## config.mk

```make
export PLATFORM = sky130hd
export DESIGN_NAME = instr_fetch_unit
export DESIGN_NICKNAME = d
export VERILOG_FILES = /design/src/rtl/instr_fetch_unit.sv
export SDC_FILE = /design/constraint.sdc
export NUM_CORES = 1
export LEC_CHECK = 0
export CORE_MARGIN = 2
export CORE_UTILIZATION = 55
export CTS_BUF_LIST = sky130_fd_sc_hd__clkbuf_4
export DETAILED_ROUTE_END_ITERATION = 10
export GPL_TIMING_DRIVEN = 0
export PLACE_DENSITY = 0.87
export SETUP_SLACK_MARGIN = 0.4
export SYNTH_ARGS = -nofsm -noshare
export SYNTH_HDL_FRONTEND = slang
export SYNTH_SLANG_ARGS = --single-unit
```

## constraint.sdc

```tcl
create_clock -name clk -period 5.2 [get_ports clk]
set_input_delay 1.04 -clock clk [delete_from_list [all_inputs] [get_ports clk]]
set_output_delay 1.04 -clock clk [all_outputs]
set_load 0.01 [all_outputs]
```

## src/rtl/instr_fetch_unit.sv

```systemverilog
// ---------------------------------------------------------------------------
// instr_fetch_unit
//
// Fetch-side initiator for a combinational instruction memory. Owns the
// program counter, presents the word address every cycle, and captures each
// returned word together with its byte PC into a small prefetch FIFO that is
// drained by decode through a valid/ready handshake. A redirect flushes the
// FIFO and restarts fetch at a new PC.
//
// Optional feature macro: FETCH_HALT_EN
//   When defined, a pushed word equal to 32'hFFFF_FFFF stops further fetch
//   and raises `halted` until the next redirect or reset. When undefined,
//   `halted` is tied to 0 and that word is fetched like any other.
//
// Parameters:
//   RESET_PC    byte address of the first fetch after reset (bits [1:0] ignored)
//   FIFO_DEPTH  prefetch entries; power of two, at least 2
//
// Ports:
//   clk             rising-edge clock
//   reset           synchronous active-high reset
//   imem_addr       word address to instruction memory ({2'b00, pc[31:2]})
//   imem_data       word returned by instruction memory in the same cycle
//   redirect_valid  flush the FIFO and load redirect_pc
//   redirect_pc     new fetch byte address (bits [1:0] forced to 0)
//   out_valid       FIFO head valid
//   out_ready       decode accepts the head this cycle
//   out_instr       instruction at the FIFO head (0 when not valid)
//   out_pc          byte PC of out_instr (0 when not valid)
//   halted          fetch stopped on a halt word (FETCH_HALT_EN only)
// ---------------------------------------------------------------------------
module instr_fetch_unit #(
    parameter logic [31:0] RESET_PC   = 32'h0000_0000,
    parameter int          FIFO_DEPTH = 4
) (
    input  logic        clk,
    input  logic        reset,
    output logic [31:0] imem_addr,
    input  logic [31:0] imem_data,
    input  logic        redirect_valid,
    input  logic [31:0] redirect_pc,
    output logic        out_valid,
    input  logic        out_ready,
    output logic [31:0] out_instr,
    output logic [31:0] out_pc,
    output logic        halted
);

    localparam int                PTR_W     = $clog2(FIFO_DEPTH);
    localparam int                CNT_W     = PTR_W + 1;
    localparam logic [CNT_W-1:0]  DEPTH_C   = CNT_W'(FIFO_DEPTH);
    localparam logic [31:0]       PC_MASK   = 32'hFFFF_FFFC;
    localparam logic [31:0]       RESET_PC_ALIGNED = RESET_PC & PC_MASK;

    // Control state
    logic [31:0]      pc_q,     pc_d;
    logic [PTR_W-1:0] wr_ptr_q, wr_ptr_d;
    logic [PTR_W-1:0] rd_ptr_q, rd_ptr_d;
    logic [CNT_W-1:0] count_q,  count_d;

    // Prefetch storage: data only, never reset; validity comes from count_q
    logic [31:0] fifo_instr_q [FIFO_DEPTH];
    logic [31:0] fifo_pc_q    [FIFO_DEPTH];

    logic push;
    logic pop;
    logic fetch_stop;

    assign imem_addr = {2'b00, pc_q[31:2]};
    assign out_valid = (count_q != '0);
    assign out_instr = out_valid ? fifo_instr_q[rd_ptr_q] : 32'h0;
    assign out_pc    = out_valid ? fifo_pc_q[rd_ptr_q]    : 32'h0;

    always_comb begin
        pop  = out_valid && out_ready;
        // A full FIFO never pushes, even when it is popped in the same cycle.
        push = (count_q != DEPTH_C) && !redirect_valid && !fetch_stop;

        pc_d     = pc_q;
        wr_ptr_d = wr_ptr_q;
        rd_ptr_d = rd_ptr_q;
        count_d  = count_q;

        if (redirect_valid) begin
            // Any same-cycle pop is consumed by decode; the queue is then flushed.
            pc_d     = redirect_pc & PC_MASK;
            wr_ptr_d = '0;
            rd_ptr_d = '0;
            count_d  = '0;
        end else begin
            if (push) begin
                pc_d     = pc_q + 32'd4;  // wraps modulo 2^32
                wr_ptr_d = wr_ptr_q + PTR_W'(1);
            end
            if (pop) begin
                rd_ptr_d = rd_ptr_q + PTR_W'(1);
            end
            case ({push, pop})
                2'b10:   count_d = count_q + CNT_W'(1);
                2'b01:   count_d = count_q - CNT_W'(1);
                default: count_d = count_q;
            endcase
        end
    end

    always_ff @(posedge clk) begin
        if (reset) begin
            pc_q     <= RESET_PC_ALIGNED;
            wr_ptr_q <= '0;
            rd_ptr_q <= '0;
            count_q  <= '0;
        end else begin
            pc_q     <= pc_d;
            wr_ptr_q <= wr_ptr_d;
            rd_ptr_q <= rd_ptr_d;
            count_q  <= count_d;
        end
    end

    always_ff @(posedge clk) begin
        if (push) begin
            fifo_instr_q[wr_ptr_q] <= imem_data;
            fifo_pc_q[wr_ptr_q]    <= pc_q;
        end
    end

`ifdef FETCH_HALT_EN
    localparam logic [31:0] HALT_WORD = 32'hFFFF_FFFF;

    logic halted_q, halted_d;

    // The halt word itself is enqueued; halting takes effect from the next cycle.
    always_comb begin
        halted_d = halted_q;
        if (redirect_valid) begin
            halted_d = 1'b0;
        end else if (push && (imem_data == HALT_WORD)) begin
            halted_d = 1'b1;
        end
    end

    always_ff @(posedge clk) begin
        if (reset) begin
            halted_q <= 1'b0;
        end else begin
            halted_q <= halted_d;
        end
    end

    assign fetch_stop = halted_q;
`else
    assign fetch_stop = 1'b0;
`endif

    assign halted = fetch_stop;

endmodule

```

# --- Word-level counts from Yosys, hierarchy flattened ---
# Memory sizes are Yosys's and may differ from the RTL's. A register that Yosys moved wholly into a read port is not among the register bits.
# Index checks and enable logic that the tools add are counted.
word_totals:
  reg_bits: 39
  latch_bits: 0
  mem_bits_rw: 256
  mem_bits_ro: 0
  elab_cells: 33
  memories: 2
classes:
  n_addsub: 5
  mul: 0
  div: 0
  order_cmp: 0
  n_eq_ne: 3
  shifts: 0
  mux: 11
  bitwise: 0
  n_reduce_logical: 7
memory_table:
  columns: ["name", "depth", "width", "read_ports", "rd_clocked_by_memory_dff", "wr", "line_no", "source"]
  rows:
  - ["fifo_instr_q", 4, 32, 1, 1, 1, "62", "logic [31:0] fifo_instr_q [FIFO_DEPTH];"]
  - ["fifo_pc_q", 4, 32, 1, 1, 1, "63", "logic [31:0] fifo_pc_q [FIFO_DEPTH];"]
op_table:
  columns: ["cell", "count"]
  rows:
  - ["32-bit two-way mux", 4]
  - ["32-bit by 3-bit adder with 32-bit output, second input constant", 1]
  - ["2-bit two-way mux", 4]
  - ["3-bit one-hot mux with 2 select lines", 1]
  - ["2-bit by 1-bit adder with 2-bit output, second input constant", 2]
  - ["2-bit nonzero test", 2]
  - ["3-bit by 1-bit adder with 3-bit output, second input constant", 1]
  - ["3-bit != test, second input constant", 1]
  - ["3-bit nonzero test", 1]
  - ["3-bit by 1-bit subtractor with 3-bit output, second input constant", 1]
  - ["2-bit by 1-bit equality test with 1-bit output, second input constant", 1]
  - ["2-bit equality test, second input constant", 1]
  - ["1-bit logical AND", 2]
  - ["1-bit two-way mux", 2]
  - ["2-bit OR reduction", 1]
  - ["1-bit logical NOT", 1]

# --- Logic depth before layout (Yosys ltp) ---
logic_depth:
  word_depth: 4
  depth_mapped: 9
  depth_no_buf: 9

# --- Worst setup path after synthesis ---
# Ideal clock, no wire load.
synth_timing:
  path_type: "input to register"
  from: "input redirect_valid"
  to: "memory fifo_instr_q[0][0], enable pin"
  arrival_time_ps: 3188
  path_slack_ps: 1585
  stages: 4
  cell_sequence: "inv_1 -> clkbuf_1 -> clkbuf_1 -> and3_1"
synth_between:
  elab_chain_cells: 4
synth_lines:
  columns: ["item", "line_no", "source"]
  rows:
  - ["start, declared", "40", "input logic redirect_valid,"]
  - ["1-bit logical NOT", "77", "push = (count_q != DEPTH_C) && !redirect_valid && !fetch_stop;"]
  - ["1-bit logical AND", "77", null]
  - ["1-bit two-way mux", "121", "if (push) begin"]
  - ["1-bit two-way mux (not written as such)", "122", "fifo_instr_q[wr_ptr_q] <= imem_data;"]
  - ["end, declared", "62", null]
# Every way passes these cells.

==> results.md <==
* Critical Path AT at 3.12 ns
* Worst r2r src: count_q[0]$_SDFFE_PP0P_
* Hold Path Class: flop to flop
* Slew margin rel. at 42.4%
* DR vias at 7136
* Crit path time final at 4.16 ns
* Multi-input logic area at 0.00318 mm²
* Hold Startpoint: wr_ptr_q[1]$_SDFFE_PP0P_
* Top Family by Delay on Critical Path: buffers and inverters
* Hold Fails Final Rpt at 0
* Die ar. at 0.0223 mm²
* Crit end category: output port
* WL/cell at 20.0 µm
* Mean Syn Cell Area at 17.3 µm²
* Dpl cells at 1114
* GPL Wtd Cong at 0.903
* Hold-fix buffers, CTS at 0
* Final net count at 988
* RSZ-0062 raised after global routing: false
* Initial drt markers at 603
* Quantity of gates resized following cts at 0
* Worst Reg-to-Reg Cells at 9
* Setup Crit Path Kind: flop to output port
* Worst clock skew at 0.0495 ns
* Vias in the first global route at 7141
* Synthesized instance count at 673
* Sequential share of the synthesized area at 70.8%
* Hold Path End: wr_ptr_q[1]$_SDFFE_PP0P_
* Via density per instance at 5.75
* Worst VDD drop at 148 µV
* Yosys warns at 0
* Final instance area at 0.0146 mm²
* Detailed-placement wirelength estimate at 16100 µm
* 1st-pass router iterations at 5
* Clock latency on the worst-skew pair at 0.67 ns
* Die width at 149 µm
* Initial antenna violation count at 1
* Hold path depth at 2
* Clock Sinks at 287
* CTS Root Cell: clkbuf_4
* Worst setup SP type: flop
* Fillers at 1398
* Highest achievable clock rate at 241 MHz
* Fin crit share at 79.9%
* Initial Util at 55.6%
* Routed Antenna Nets at 0
* P per Cell Area at 334 mW/mm²
* Final wirelength at 24800 µm
* Clock Pin Slew Worst Setup and Hold Paths at 0.07 ns
* Post-synth ARST share at 0%
* Final setup vio count at 0
* Buffers and inverters on the worst path at 3
* DP Area at 0.0137 mm²
* # IOs at 166
* CTS Buf Count at 72
* Worst path max stage delay at 0.55 ns
* Netlist cell types at 44
* Max clock buf depth at 3
* GRT Total Usage at 22.8%
* Worst EP required at 4.16 ns
* Post-synth EDFFs at 248
* CTS tree: done
* Die H at 149 µm
* Post-CTS setup repair buffer count at 0
* Leak at 4.83 nW
* CP max-delay cell: mux4_2
* Core area at 0.0209 mm²
* Area Overhead vs Synth at 25.5%
* R2r endpoint: count_q[2]$_SDFFE_PP0P_
* Post-synth design cell area at 0.0116 mm²
* Slew Viols, Final at 0
* Setup slack, reg-to-reg at 2.43 ns
* Share of layout cells above drive strength 1 at 21.2%
* Worst Path Max Fanout at 10
* First-pass GRT wire length at 38700 µm
* Top FF cell, synth: edfxtp_1
* Cell Count, Final, Fillers Out at 1241
* Rows at 53
* Grt ovf at 0
* Worst path cell trace: clkbuf_1 > buf_2 > mux4_2 > and2_1 > clkdlybuf4s50_1
* Status: complete, no violations
* Maxcap violations at 0
* # DRC at 0
* Least-Margin Pin Slew at 0.862 ns
* IO Port Bufs at 158
* Register area at 0.00823 mm²
* Seq cells post-synth at 287
* H-tree Lvls at 3
* Largest net degree at the start of global routing at 51
Yosys cell counts, drive strengths merged (3+ instances only):
cell	number	area share, %
o31ai	12	0.78
clkbuf	31	1.0
nor3	3	0.13
a211oi	10	0.65
xor2	9	0.68
buf	16	0.87
and3	10	0.54
xnor2	6	0.45
nand4	14	0.88
a311oi	15	1.1
or3	3	0.16
dfxtp	39	6.7
and4	10	0.78
nand2	16	0.52
mux4	62	12
a21oi	5	0.22
inv	10	0.32
o21ai	6	0.26
or4	12	0.78
ha	6	0.65
edfxtp	248	64
nor4	3	0.16
and2	64	3.4
nand3	15	0.65
nor2	33	1.1
stage by stage:
stage	power [W]	TNS [ns]	hold WS, ns	util, %	setup slack, ns
after global routing	0.00508	0	0.551	69.8	0.832
after CTS	0.00492	0	0.516	69.8	0.926
final	0.00487	0	0.519	69.8	1.04
after detailed placement	0.00311	0	0.506	65.6	1.46
after global placement	0.00309	-67.58	0.483	64.9	-0.311
after floorplan	0.00287	0	0.465	-	1.59
kinds of logic (layout without fill, tap and decap cells):
kind of cell / Yosys count / after routing / synth area share (%)
multiplexers: 62 / 62 / 12.0
AND/OR/NAND/NOR: 188 / 188 / 9.44
AO/OA/AOI/OAI: 56 / 56 / 3.58
flip-flops: 287 / 287 / 70.8
XOR/XNOR: 15 / 15 / 1.13
buffers and inverters: 57 / 345 / 2.20
adder cells (fa/ha/maj): 7 / 7 / 0.818
other: 1 / 6 / 0.0323
worst max path at each step:
stage	cells past startpoint	endpoint	slack, ns	start
floorplan	4	fifo_instr_q[0][0]$_DFFE_PP_	1.59	redirect_valid
CTS	5	out_pc[10]	0.93	flop
finish	5	out_pc[10]	1.04	flop
detailed placement	6	fifo_instr_q[3][23]$_DFFE_PP_	1.46	redirect_valid
global route	5	out_instr[28]	0.83	count_q[0]$_SDFFE_PP0P_
global placement	5	fifo_instr_q[0][26]$_DFFE_PP_	-0.31	redirect_valid
flip-flops by register name, indices dropped and copies added, names as in the netlist, named ones only:
| register | cells |
|---|---|
| count_q | 3 |
| fifo_pc_q | 120 |
| rd_ptr_q | 2 |
| wr_ptr_q | 2 |
| pc_q | 30 |
| fifo_instr_q | 128 |
placed cells by master, fill, tap and decap left out, drive strengths merged, types with 3 or more instances in the layout:
| master | n |
|---|---|
| a211oi | 10 |
| a21oi | 5 |
| a311oi | 15 |
| and2 | 64 |
| and3 | 10 |
| and4 | 10 |
| buf | 20 |
| clkbuf | 141 |
| clkdlybuf4s50 | 158 |
| clkinv | 12 |
| conb | 5 |
| dfxtp | 39 |
| edfxtp | 248 |
| ha | 6 |
| inv | 14 |
| mux4 | 62 |
| nand2 | 16 |
| nand3 | 15 |
| nand4 | 14 |
| nor2 | 33 |
| nor3 | 3 |
| nor4 | 3 |
| o21ai | 6 |
| o31ai | 12 |
| or3 | 3 |
| or4 | 12 |
| xnor2 | 6 |
| xor2 | 9 |
worst register-to-register path: cells and delay by family, from the launching register on:
kind / cells / cell delay (ns)
AOI/OAI and AO/OA: 1 / 0.16
and+or+nand+nor: 3 / 0.78
xor gates and xnor gates: 1 / 0.17
buffers and inverters: 2 / 0.59
adders and majority gates: 2 / 0.58
DFF: 1 / 0.41
routing by layer:
metal | vias up | track usage, % | part of all wire [%]
met5 | - | 0 | 0
li1 | 3215 | - | -
met3 | 34 | 5.44 | 8.9
met1 | 3514 | 30.2 | 40
met4 | 0 | 7.95 | 1.7
met2 | 373 | 37.5 | 49
final cells by class:
| cell class | instances | share of cell area [%] |
|---|---|---|
| flip-flops and latches | 287 | 56.4 |
| multi-input cells | 333 | 21.8 |
| plain buffers | 47 | 1.49 |
| inverters | 10 | 0.257 |
| diodes | 1 | 0.0172 |
| well taps | 275 | 2.36 |
| repair buffers | 162 | 11.6 |
| clock buffers | 110 | 5.66 |
| clock inverters | 16 | 0.429 |
report_power, final:
part	total, W	internal [W]	switching, W
Combinational	0.000406	0.000220	0.000186
Sequential	0.00266	0.00259	0.0000621
Clock	0.00181	0.000963	0.000848
(Power assumes the default switching activity.)
